===== src/rtl/nla_pkg.sv =====
// Shared types and defaults for the fixed-point Horner polynomial evaluator.
package nla_pkg;

   localparam int unsigned DEF_DATA_WIDTH = 32;
   localparam int unsigned DEF_FRAC_BITS  = 16;
   localparam int unsigned DEF_ADDR_LINES = 5;

   typedef enum logic [1:0] {
      MODE_ALL  = 2'd0,
      MODE_EVEN = 2'd1,
      MODE_ODD  = 2'd2,
      MODE_RSVD = 2'd3
   } mode_e;

   typedef enum logic [2:0] {
      S_IDLE = 3'd0,
      S_PREP = 3'd1,
      S_ITER = 3'd2,
      S_POST = 3'd3,
      S_DONE = 3'd4
   } state_e;

   // EVEN and ODD both iterate in x^2; the reserved encoding behaves as ALL.
   function automatic logic mode_uses_square(input mode_e m);
      return (m == MODE_EVEN) || (m == MODE_ODD);
   endfunction

   // Only ODD needs the final multiply by x.
   function automatic logic mode_needs_post(input mode_e m);
      return (m == MODE_ODD);
   endfunction

endpackage


===== src/rtl/fxp_mul_sat.sv =====
// Signed fixed-point multiply: full-width product, arithmetic shift right by
// FRAC_BITS (floor), then clamp to the DATA_WIDTH signed range.
module fxp_mul_sat #(
   parameter int unsigned DATA_WIDTH = 32,
   parameter int unsigned FRAC_BITS  = 16
) (
   input  logic [DATA_WIDTH-1:0] a,
   input  logic [DATA_WIDTH-1:0] b,
   output logic [DATA_WIDTH-1:0] product_c,
   output logic                  sat_c
);

   localparam int unsigned PW = 2 * DATA_WIDTH;
   localparam logic [DATA_WIDTH-1:0] SAT_MAX = {1'b0, {(DATA_WIDTH-1){1'b1}}};
   localparam logic [DATA_WIDTH-1:0] SAT_MIN = {1'b1, {(DATA_WIDTH-1){1'b0}}};

   logic signed [PW-1:0] a_ext;
   logic signed [PW-1:0] b_ext;
   logic signed [PW-1:0] full;
   logic signed [PW-1:0] shifted;
   logic                 fits;

   always_comb begin
      a_ext   = $signed({{DATA_WIDTH{a[DATA_WIDTH-1]}}, a});
      b_ext   = $signed({{DATA_WIDTH{b[DATA_WIDTH-1]}}, b});
      full    = a_ext * b_ext;
      shifted = full >>> FRAC_BITS;
      // Result fits when every bit above the target sign bit matches it.
      fits    = (&shifted[PW-1:DATA_WIDTH-1]) || (~|shifted[PW-1:DATA_WIDTH-1]);
      sat_c   = ~fits;
      if (fits) begin
         product_c = shifted[DATA_WIDTH-1:0];
      end else if (full[PW-1]) begin
         product_c = SAT_MIN;
      end else begin
         product_c = SAT_MAX;
      end
   end

endmodule


===== src/rtl/taylor_horner_eval.sv =====
// Polynomial / Taylor-series evaluator: Horner iteration over a writable
// coefficient table with one shared saturating multiplier.
module taylor_horner_eval
   import nla_pkg::*;
#(
   parameter int unsigned DATA_WIDTH = DEF_DATA_WIDTH,
   parameter int unsigned FRAC_BITS  = DEF_FRAC_BITS,
   parameter int unsigned ADDR_LINES = DEF_ADDR_LINES
) (
   input  logic                  clk_i,
   input  logic                  rstn_i,
   input  logic                  coeff_we,
   input  logic [ADDR_LINES-1:0] coeff_addr,
   input  logic [DATA_WIDTH-1:0] coeff_wdata,
   output logic                  coeff_ready,
   input  logic                  in_valid,
   output logic                  in_ready,
   input  logic [DATA_WIDTH-1:0] x_i,
   input  logic [ADDR_LINES-1:0] taylor_length,
   input  logic [1:0]            mode_i,
   output logic                  out_valid,
   input  logic                  out_ready,
   output logic [DATA_WIDTH-1:0] result,
   output logic                  sat_o
);

   localparam int unsigned DEPTH = 2 ** ADDR_LINES;
   localparam logic [DATA_WIDTH-1:0] SAT_MAX = {1'b0, {(DATA_WIDTH-1){1'b1}}};
   localparam logic [DATA_WIDTH-1:0] SAT_MIN = {1'b1, {(DATA_WIDTH-1){1'b0}}};

   state_e                state;
   state_e                state_n;
   mode_e                 mode_q;
   mode_e                 mode_n;
   logic [DATA_WIDTH-1:0] x_q;
   logic [DATA_WIDTH-1:0] x_n;
   logic [DATA_WIDTH-1:0] x_eff_q;
   logic [DATA_WIDTH-1:0] x_eff_n;
   logic [DATA_WIDTH-1:0] acc_q;
   logic [DATA_WIDTH-1:0] acc_n;
   logic [ADDR_LINES-1:0] k_q;
   logic [ADDR_LINES-1:0] k_n;
   logic [ADDR_LINES-1:0] len_q;
   logic [ADDR_LINES-1:0] len_n;
   logic                  sat_q;
   logic                  sat_n;

   logic [DATA_WIDTH-1:0] coeff_mem [DEPTH];
   logic [ADDR_LINES-1:0] rd_addr;
   logic [DATA_WIDTH-1:0] coeff_rd;

   logic [DATA_WIDTH-1:0] mul_a;
   logic [DATA_WIDTH-1:0] mul_b;
   logic [DATA_WIDTH-1:0] mul_p;
   logic                  mul_sat;

   logic [DATA_WIDTH:0]   sum_w;
   logic [DATA_WIDTH-1:0] add_p;
   logic                  add_sat;

   // Coefficient table: no reset, writes only while the evaluator is idle.
   always_ff @(posedge clk_i) begin
      if (coeff_we && coeff_ready) begin
         coeff_mem[coeff_addr] <= coeff_wdata;
      end
   end

   // PREP fetches c[N]; ITER fetches c[k-1].
   always_comb begin
      rd_addr  = (state == S_PREP) ? len_q : (k_q - ADDR_LINES'(1));
      coeff_rd = coeff_mem[rd_addr];
   end

   // Shared multiplier operand select.
   always_comb begin
      mul_a = acc_q;
      mul_b = x_eff_q;
      case (state)
         S_PREP: begin
            mul_a = x_q;
            mul_b = x_q;
         end
         S_POST: begin
            mul_a = acc_q;
            mul_b = x_q;
         end
         default: begin
            mul_a = acc_q;
            mul_b = x_eff_q;
         end
      endcase
   end

   fxp_mul_sat #(
      .DATA_WIDTH (DATA_WIDTH),
      .FRAC_BITS  (FRAC_BITS)
   ) u_mul (
      .a         (mul_a),
      .b         (mul_b),
      .product_c (mul_p),
      .sat_c     (mul_sat)
   );

   // Saturating add of the Horner product and the next coefficient.
   always_comb begin
      sum_w   = {mul_p[DATA_WIDTH-1], mul_p} + {coeff_rd[DATA_WIDTH-1], coeff_rd};
      add_sat = sum_w[DATA_WIDTH] ^ sum_w[DATA_WIDTH-1];
      if (!add_sat) begin
         add_p = sum_w[DATA_WIDTH-1:0];
      end else if (sum_w[DATA_WIDTH]) begin
         add_p = SAT_MIN;
      end else begin
         add_p = SAT_MAX;
      end
   end

   always_ff @(posedge clk_i) begin
      if (!rstn_i) begin
         state <= S_IDLE;
      end else begin
         state <= state_n;
      end
   end

   // Next-state and datapath update.
   always_comb begin
      state_n = state;
      mode_n  = mode_q;
      x_n     = x_q;
      x_eff_n = x_eff_q;
      acc_n   = acc_q;
      k_n     = k_q;
      len_n   = len_q;
      sat_n   = sat_q;
      case (state)
         S_IDLE: begin
            if (in_valid && in_ready) begin
               x_n     = x_i;
               len_n   = taylor_length;
               mode_n  = mode_e'(mode_i);
               sat_n   = 1'b0;
               state_n = S_PREP;
            end
         end
         S_PREP: begin
            acc_n = coeff_rd;
            k_n   = len_q;
            if (mode_uses_square(mode_q)) begin
               x_eff_n = mul_p;
               sat_n   = sat_q | mul_sat;
            end else begin
               x_eff_n = x_q;
            end
            if (len_q != '0) begin
               state_n = S_ITER;
            end else if (mode_needs_post(mode_q)) begin
               state_n = S_POST;
            end else begin
               state_n = S_DONE;
            end
         end
         S_ITER: begin
            acc_n = add_p;
            sat_n = sat_q | mul_sat | add_sat;
            k_n   = k_q - ADDR_LINES'(1);
            if (k_q == ADDR_LINES'(1)) begin
               state_n = mode_needs_post(mode_q) ? S_POST : S_DONE;
            end
         end
         S_POST: begin
            acc_n   = mul_p;
            sat_n   = sat_q | mul_sat;
            state_n = S_DONE;
         end
         S_DONE: begin
            if (out_valid && out_ready) begin
               state_n = S_IDLE;
            end
         end
         default: begin
            state_n = S_IDLE;
         end
      endcase
   end

   always_ff @(posedge clk_i) begin
      if (!rstn_i) begin
         mode_q  <= MODE_ALL;
         x_q     <= '0;
         x_eff_q <= '0;
         acc_q   <= '0;
         k_q     <= '0;
         len_q   <= '0;
         sat_q   <= 1'b0;
      end else begin
         mode_q  <= mode_n;
         x_q     <= x_n;
         x_eff_q <= x_eff_n;
         acc_q   <= acc_n;
         k_q     <= k_n;
         len_q   <= len_n;
         sat_q   <= sat_n;
      end
   end

   // Handshake and result outputs registered from the next-state decode.
   always_ff @(posedge clk_i) begin
      if (!rstn_i) begin
         in_ready    <= 1'b1;
         coeff_ready <= 1'b1;
         out_valid   <= 1'b0;
         result      <= '0;
         sat_o       <= 1'b0;
      end else begin
         in_ready    <= (state_n == S_IDLE);
         coeff_ready <= (state_n == S_IDLE);
         out_valid   <= (state_n == S_DONE);
         if (state_n == S_DONE) begin
            result <= acc_n;
            sat_o  <= sat_n;
         end
      end
   end

endmodule


===== config.mk =====
export PLATFORM = sky130hd
export DESIGN_NAME = taylor_horner_eval
export DESIGN_NICKNAME = d
export VERILOG_FILES = /design/src/rtl/nla_pkg.sv /design/src/rtl/fxp_mul_sat.sv /design/src/rtl/taylor_horner_eval.sv
export SDC_FILE = /design/constraint.sdc
export NUM_CORES = 2
export LEC_CHECK = 0
export BUFFER_PORTS_ARGS = -buffer_cell sky130_fd_sc_hd__buf_2
export CAP_MARGIN = 20
export CORE_UTILIZATION = 50
export CTS_CLUSTER_SIZE = 30
export DETAILED_ROUTE_END_ITERATION = 10
export GPL_TIMING_DRIVEN = 0
export PLACE_DENSITY = 0.71
export REMOVE_ABC_BUFFERS = 1
export SYNTH_ARGS = -nofsm -noshare
export SYNTH_HDL_FRONTEND = slang
export SYNTH_SLANG_ARGS = --single-unit
export TNS_END_PERCENT = 100

===== constraint.sdc =====
create_clock -name clk_i -period 12.9 [get_ports clk_i]
set_input_delay 2.58 -clock clk_i [delete_from_list [all_inputs] [get_ports clk_i]]
set_output_delay 2.58 -clock clk_i [all_outputs]
set_load 0.05 [all_outputs]

==> metrics.csv <==
metric,value,unit
Final Setup Violations,63,
Worst Skew,0.0389,ns
most repeated cell in the gate-level netlist after synthesis,fa_1,
mean area per synthesized cell,12.2,sq um
Residual DRC,0,
vias post-DR,57450,
number of vias per cell,6.07,
DIE AREA,169000,sq um
initial antenna violation count,13,
count of final max-slew check failures,0,
DP Wirelength,181,mm
final WL,255,mm
CP dominant cell by count,fa_1,
gpl congestion,0.961,
# fillers,12415,
HP Class,reg2reg,
clock sink total,1171,
Seq cells post-synth,1171,
Ports,117,
"Largest stage delay, worst path",0.60,ns
R2R setup slack,-0.35,ns
layout cells sized above 1,0.190,
sequential area share after synthesis,0.402,
final hold vios,0,
CTS H-tree depth,3,
Crit-path slowest cell,fa_1,
crit end category,register,
vias in the first global route,60260,
FF-to-FF End,result[13],
failing checks,negative setup slack,
Synth top area share,0.367,
CP Data Required Time,13.52,ns
Post-synth top cells,"fa_1, edfxtp_1, inv_1, nand2_1, nor2_1",
first drt pass iteration count,8,
final hold slack,0.474,ns
Die H,412,um
Mapped Cells,6894,
Max Cap Viol,0,
final instance area,98100,sq um
crit path max fanout,10,
top cell type by total area after synthesis,edfxtp_1,
R2R Path Start,state[2],
synthesized area,83900,sq um
Area after DPL,89900,sq um
Routed Antenna Nets,0,
Hold Buf Count CTS,0,
Synth Warn #,0,
starting density of the core,0.506,
Setup crit start,state[2],
CP arrival,13.87,ns
GRT Util Overall,0.303,
GR Overflow Total,0,
Critical Path End,result[13],
fmax,75.5,MHz
Die Wd,412,um
Root Driver,clkbuf_16,
Area Growth Syn to Fin,17.0,%
Num CTS Buffers,109,
Rows,149,
CTS tree,built,
"Core Util, Final",0.592,
Unique masters post-synth,89,
fin crit share,1.03,
Async SR Flop Fraction,0,
Core ar.,166000,sq um
nets,8556,
Crit Path Class,reg2reg,
Reg2Reg Depth,50,
Worst slew margin,0.266,
RSZ-0062 raised after global routing,yes,
global-route wire length before repair,378,mm
initial drt markers,6106,
input/output buffers,116,
Startpoint Class,register,
worst-margin pin slew,1.10,ns
Period minus WS final,13.25,ns
Worst-Skew Late Latency,0.76,ns
status,"complete, but fails checks",
CTS max path bufs,3,
DR WL/cell,26.9,um
largest net degree at the start of global routing,83,
setup slack after layout,-0.345,ns
Most used DFF post-synth,edfxtp_1,
clock-pin slew of the registers on the worst-case setup and hold paths,0.07,ns
Post-synth EDFFs,1024,
ranking of synthesized cells by area,"edfxtp_1, fa_1, mux4_2, inv_1, nand2_1",
## kinds of logic (layout without fill, tap and decap cells)
logic type                 after synthesis  after routing  synth area share
other                                    0              9                 0
buffers and inverters                 1293           1663            0.0587
DFF                                   1171           1171             0.402
AOI/OAI and AO/OA                      808            808            0.0633
and+or+nand+nor                       1848           1851            0.0920
xor gates and xnor gates                85             85           0.00888
muxes                                  392            393            0.0851
adders and majority gates             1297           1297             0.290
## per-layer routing
metal  part of all wire  wire, um  track usage  up-vias
met5            0.00026        67            0        -
li1                   -         -            -    23726
met2               0.48    122000        0.494     3257
met4              0.065     16700        0.162       10
met3               0.11     27900       0.0798      850
met1               0.35     88800        0.369    29607
## sequential cells by signal (all words and copies together) (netlist names), 2 cells and up
signal and flops:
state 3, x_eff_q 32, k_q 5, mode_q 2, coeff_mem 1024, x_q 32, len_q 5, acc_q 32
result 32
## worst max-delay path: cells and delay by family, from the launching register on
| family | cells | cell delay (ns) |
|---|---|---|
| buffers and inverters | 12 | 1.92 |
| AND/OR/NAND/NOR | 9 | 1.75 |
| flip-flops | 1 | 0.36 |
| adder cells (fa/ha/maj) | 11 | 5.02 |
| multiplexers | 1 | 0.37 |
| AO/OA/AOI/OAI | 16 | 3.50 |
| XOR/XNOR | 1 | 0.17 |
## worst min-delay path by stage
stage / startpoint / endpoint / depth (start not counted)
3_3_place_gp: mode_q[0] / mode_q[0] / 2
2_1_floorplan: mode_q[0] / mode_q[0] / 2
4_1_cts: mode_q[0] / mode_q[0] / 2
6_report: mode_q[0] / mode_q[0] / 2
3_5_place_dp: result[30] / result[30] / 2
5_1_grt: mode_q[0] / mode_q[0] / 2
## cell type report
type	instances	area [sq um]	share of cell area
multi-input combinational	4434	48100	0.490
sequential	1171	33700	0.343
timing repair buffer	523	6480	0.0660
inverter	939	3540	0.0361
clock buffer	137	2930	0.0298
tap	2189	2740	0.0279
clock inverter	64	601	0.00612
antenna	9	22.5	0.000230
## timing repair
action,4_1_cts,5_1_grt
setup endpoints to repair,97,66
hold endpoints to repair,0,0
setup buffers,167,75
cloned,12,3
pin swaps,77,134
gates resized for setup,311,193
## placed cells by master (no fill, tap or decap), types with 25 or more instances in the layout
cell       instances
xnor2_1           53
nand2_1          799
fa_2              25
mux2i_1           70
o211ai_1          44
nand2_4           31
edfxtp_1        1024
fa_1            1057
mux4_2           256
a21boi_0          41
a2bb2oi_1         27
ha_4              32
a21oi_1          183
mux2i_4           53
buf_2            115
nor2b_1           90
buf_6             26
buf_12           113
nor2_1           642
nor2_4            36
o21ai_0          124
buf_16            51
clkbuf_16        114
inv_1            927
buf_4            195
a21o_1            63
o21ai_2           31
a211oi_1          92
and2_1            31
dfxtp_1          144
xor2_1            31
ha_1             169
## per-stage QoR
stage          std cells  setup TNS [ns]  setup slack, ns
3_3_place_gp        8845        -2799.26           -37.98
6_report            9466          -12.09           -0.345
2_1_floorplan       6540        -1382.41           -19.94
3_5_place_dp        9000         -310.23            -4.76
4_1_cts             9379               0          0.00357
5_1_grt             9459          -23.09           -0.500
Power is left out: the tool's default activity adds up to more than one toggle a clock period on the data nets, which glitch-free logic cannot reach.
